**config.mk**
```make
export PLATFORM = sky130hd
export DESIGN_NAME = iob_sipo_deser
export DESIGN_NICKNAME = d
export VERILOG_FILES = /design/src/rtl/iob_sipo_deser_pkg.sv /design/src/rtl/iob_sipo_reg_re.sv /design/src/rtl/iob_sipo_deser.sv
export SDC_FILE = /design/constraint.sdc
export NUM_CORES = 1
export LEC_CHECK = 0
export ABC_CLOCK_PERIOD_IN_PS = 2350
export BUFFER_PORTS_ARGS = -buffer_cell sky130_fd_sc_hd__buf_4
export CELL_PAD_IN_SITES_DETAIL_PLACEMENT = 1
export CELL_PAD_IN_SITES_GLOBAL_PLACEMENT = 1
export CORE_ASPECT_RATIO = 1.75
export CORE_MARGIN = 10
export CORE_UTILIZATION = 42
export CTS_CLUSTER_DIAMETER = 100
export CTS_CLUSTER_SIZE = 20
export DETAILED_ROUTE_END_ITERATION = 6
export HOLD_SLACK_MARGIN = 0.1
export PLACE_DENSITY_LB_ADDON = 0.1
export SKIP_LAST_GASP = 1
export SLEW_MARGIN = 20
export SYNTH_ARGS = -nofsm -noshare
export SYNTH_HDL_FRONTEND = slang
export SYNTH_HIERARCHICAL = 1
export SYNTH_SLANG_ARGS = --single-unit
```
**constraint.sdc**
```tcl
create_clock -name clk -period 2.35 [get_ports clk]
set_input_delay 0.235 -clock clk [delete_from_list [all_inputs] [get_ports clk]]
set_output_delay 0.235 -clock clk [all_outputs]
set_load 0.005 [all_outputs]
```
**src/rtl/iob_sipo_deser_pkg.sv**
```systemverilog
// rtl/iob_sipo_deser_pkg.sv - shared defaults and width helper for the SIPO deserializer
package iob_sipo_deser_pkg;

  localparam int unsigned SIPO_DATA_W_DEFAULT = 32;

  function automatic int unsigned cnt_width(input int unsigned data_w);
    return $clog2(data_w);
  endfunction

endpackage

```
**src/rtl/iob_sipo_reg_re.sv**
```systemverilog
// rtl/iob_sipo_reg_re.sv - shift register with sync reset and enable, serial in at the LSB
module iob_sipo_reg_re #(
  parameter int DATA_W = 32
) (
  input  logic              clk_i,
  input  logic              rst_i,
  input  logic              en_i,
  input  logic              s_i,
  output logic [DATA_W-1:0] data_o
);

  logic [DATA_W-1:0] data_q;

  always_ff @(posedge clk_i) begin
    if (rst_i) begin
      data_q <= '0;
    end else if (en_i) begin
      data_q <= {data_q[DATA_W-2:0], s_i};
    end
  end

  assign data_o = data_q;

endmodule

```
**src/rtl/iob_sipo_deser.sv**
```systemverilog
// rtl/iob_sipo_deser.sv - MSB-first serial-to-parallel deserializer with framing, handshake and overrun
module iob_sipo_deser
  import iob_sipo_deser_pkg::*;
#(
  parameter int DATA_W = SIPO_DATA_W_DEFAULT
) (
  input  logic              clk,
  input  logic              rst,
  input  logic              en,
  input  logic              start,
  input  logic              s_in,
  output logic [DATA_W-1:0] p_out,
  output logic              p_valid,
  input  logic              p_ready,
  output logic              busy,
  output logic              overrun,
  input  logic              overrun_clr
);

  localparam int CNT_W = cnt_width(DATA_W);
  localparam logic [CNT_W-1:0] LAST_BIT = CNT_W'(DATA_W - 1);

  logic [DATA_W-1:0] sr;
  logic [CNT_W-1:0]  cnt_q, cnt_d, cnt_eff;
  logic [DATA_W-1:0] p_out_q, p_out_d;
  logic              p_valid_q, p_valid_d;
  logic              overrun_q, overrun_d;
  logic [DATA_W-1:0] word;
  logic              complete, slot_free, pop, drop;

  iob_sipo_reg_re #(.DATA_W(DATA_W)) u_sr (
    .clk_i  (clk),
    .rst_i  (rst),
    .en_i   (en),
    .s_i    (s_in),
    .data_o (sr)
  );

  // start realigns the current bit to position 0, even on what would be the final bit
  assign cnt_eff   = start ? '0 : cnt_q;
  assign word      = {sr[DATA_W-2:0], s_in};
  assign complete  = en && (cnt_eff == LAST_BIT);
  assign pop       = p_valid_q && p_ready;
  assign slot_free = !p_valid_q || p_ready;
  assign drop      = complete && !slot_free;

  always_comb begin
    cnt_d     = cnt_q;
    p_out_d   = p_out_q;
    p_valid_d = p_valid_q;
    if (en) begin
      cnt_d = complete ? '0 : cnt_eff + CNT_W'(1);
    end else if (start) begin
      cnt_d = '0;
    end
    if (complete && slot_free) begin
      p_out_d   = word;
      p_valid_d = 1'b1;
    end else if (pop) begin
      p_valid_d = 1'b0;
    end
    overrun_d = drop || (overrun_q && !overrun_clr);
  end

  always_ff @(posedge clk) begin
    if (rst) begin
      cnt_q     <= '0;
      p_out_q   <= '0;
      p_valid_q <= 1'b0;
      overrun_q <= 1'b0;
    end else begin
      cnt_q     <= cnt_d;
      p_out_q   <= p_out_d;
      p_valid_q <= p_valid_d;
      overrun_q <= overrun_d;
    end
  end

  assign p_out   = p_out_q;
  assign p_valid = p_valid_q;
  assign busy    = (cnt_q != '0);
  assign overrun = overrun_q;

endmodule

```
==> impl_metrics.json <==
{
  "grt_pass1_wl_um": 10900,
  "grtUsageTotal": 0.133,
  "cp_common_cell": "ha_1",
  "reg2reg_to": "p_out[30]",
  "peakVddDrop_mv": 0.396,
  "vias": 2167,
  "end_kind": "register",
  "syn_area_um2": 2700,
  "worstSetupPathType": "reg -> reg",
  "cts_buffers": 9,
  "multiInputGateArea_um2": 1120,
  "ant_nets": 0,
  "reg2reg_setup_slack_ns": 0.31,
  "start_kind": "register",
  "path_cells": "nor2b_1 -> ha_1 -> nand2_1 -> nor2_1 -> ha_1 -> nand2_2 -> buf_12 -> o21ai_0 -> a21oi_1",
  "cp_slowest_cell": "dfxtp_1",
  "cts_setup_buffers": 0,
  "dp_hpwl_um": 4090,
  "io_buffer_count": 41,
  "num_rows": 38,
  "status": "finished, final reports clean",
  "rsz0062_at_grt": "false",
  "fmaxAchievable_ghz": 0.490,
  "critPathArrivalTime_ns": 2.23,
  "grt-ovfl-total": 0,
  "syn_inst": 288,
  "tightest_slew_ns": 0.715,
  "cts_tree": "done",
  "routed_wirelength_um": 6390,
  "dieArea_um2": 10200,
  "io_pins": 42,
  "cts.sinks": 70,
  "hold_slack_ns": 0.148,
  "finalSetupViolations": 0,
  "wl_per_cell_um": 15.7,
  "worst-path-max-fanout": 25,
  "initial_core_util": 0.434,
  "nets": 331,
  "antenna_cells": 0,
  "cp.required_ns": 2.55,
  "yosysWarnings": 6,
  "coreArea_um2": 6230,
  "antenna_found_initial": 0,
  "fin_crit_sh": 0.868,
  "hold_viol": 0,
  "fill_cells": 767,
  "fin_tns_setup_ns": 0,
  "crit_buf_inv": 1,
  "gp_congestion": 0.852,
  "hp-start": "s_in",
  "slew_violations": 0,
  "cap_violations": 0,
  "holdPathStages": 3,
  "syn_to_final_growth_pct": 16.5,
  "clk-insertion-delay-late_ns": 0.35,
  "syn-num-nets": 297,
  "grt_pass1_vias": 2227,
  "min_to": "u_sr/data_o[0]",
  "seqCellArea_um2": 1400,
  "clk_path_buf_depth": 2,
  "ff2ff_path_depth": 9,
  "dieHeight_um": 126,
  "leakage_nw": 1.27,
  "drt_pass1_iterations": 4,
  "htreeDepth": 3,
  "finClkSkew_ns": 0.00586,
  "worstReg2RegStart": "cnt_q[0]",
  "drive_gt1_frac": 0.184,
  "grt_max_degree": 71,
  "relSlewSlack": 0.523,
  "min_path_type": "in -> reg",
  "pwr_density_cell_nw_per_um2": 649,
  "die_x_um": 80.6,
  "syn_avg_cell_area_um2": 9.38,
  "finalCriticalPeriod_ns": 2.04,
  "clk_pin_slew_ns": 0.07,
  "cts_root_buffer": "clkbuf_8",
  "max_stage_delay_ns": 0.34,
  "remaining_drc_errors": 0,
  "vias_per_cell": 5.34,
  "drt-initial-drc-count": 127,
  "critPathTopFamily": "simple AND/OR/NAND/NOR gates"
}
==> worst max path at each step <==
stage / start / end / slack [ns] / cells after the start
after detailed placement: start / p_out[1] / 0.22 / 10
after floorplan: cnt_q[0] / p_out[4] / 0.63 / 9
final: cnt_q[0] / p_out[30] / 0.31 / 9
after global routing: cnt_q[0] / p_out[30] / 0.03 / 9
after CTS: cnt_q[0] / p_out[30] / 0.16 / 9
after global placement: start / p_out[29] / 0.33 / 10
==> routing by layer <==
| layer | wire [µm] | vias up | GRT usage |
|---|---|---|---|
| met3 | 268 | 11 | 0.0442 |
| li1 | - | 1058 | - |
| met5 | 0 | - | 0 |
| met2 | 3250 | 34 | 0.211 |
| met1 | 2730 | 1064 | 0.156 |
| met4 | 134 | 0 | 0.0625 |
==> cell usage in the layout, fill, tap and decap left out, drive strengths merged, types with 5 or more instances in the layout <==
master and count:
clkbuf 13, a21oi 34, nand2 5, buf 47
nor2 39, dfxtp 70, o21ai 32, nand3 32
nor2b 5, mux2i 32
==> area by class of cell <==
type	count	area share
clock buffer	13	0.0441
clock inverter	2	0.00318
inverter	1	0.00119
multi-input combinational	192	0.355
sequential	70	0.445
tap	80	0.0318
timing repair buffer	48	0.119
==> report_power, final <==
part	leakage [nW]	switching, W	total [W]	internal (W)
Sequential	0.564	0.00000276	0.00119	0.00119
Combinational	0.631	0.0000423	0.0000686	0.0000263
Clock	0.0773	0.000407	0.000782	0.000375
Total	1.27	0.000452	0.00204	0.00159
==> state kept, by name, summed over array words and instances (netlist names) <==
name         count
p_valid          1
u_sr/data_o     31
p_out           32
overrun          1
cnt_q            5
==> worst min-delay path: stages <==
cell and delay (ns):
buf_4 0.09, mux2i_1 0.06, nor2_1 0.08
==> metrics by stage <==
stage | worst slack [ns] | util | power [W] | cell area, µm² | std cells
after floorplan | 0.633 | - | 0.00128 | 2700 | 288
after global placement | 0.330 | 0.480 | 0.00129 | 2990 | 390
after detailed placement | 0.222 | 0.480 | 0.00129 | 2990 | 390
after CTS | 0.162 | 0.505 | 0.00208 | 3150 | 406
after global routing | 0.0302 | 0.505 | 0.00214 | 3150 | 406
final | 0.311 | 0.505 | 0.00204 | 3150 | 406
==> timing repair <==
action | 4_1_cts | 5_1_grt
hold endpoints to repair | 1 | 0
gates resized for setup | 0 | 1
hold buffers | 1 | 0
setup endpoints to repair | 0 | 22
Power figures use the tool's default switching activity.
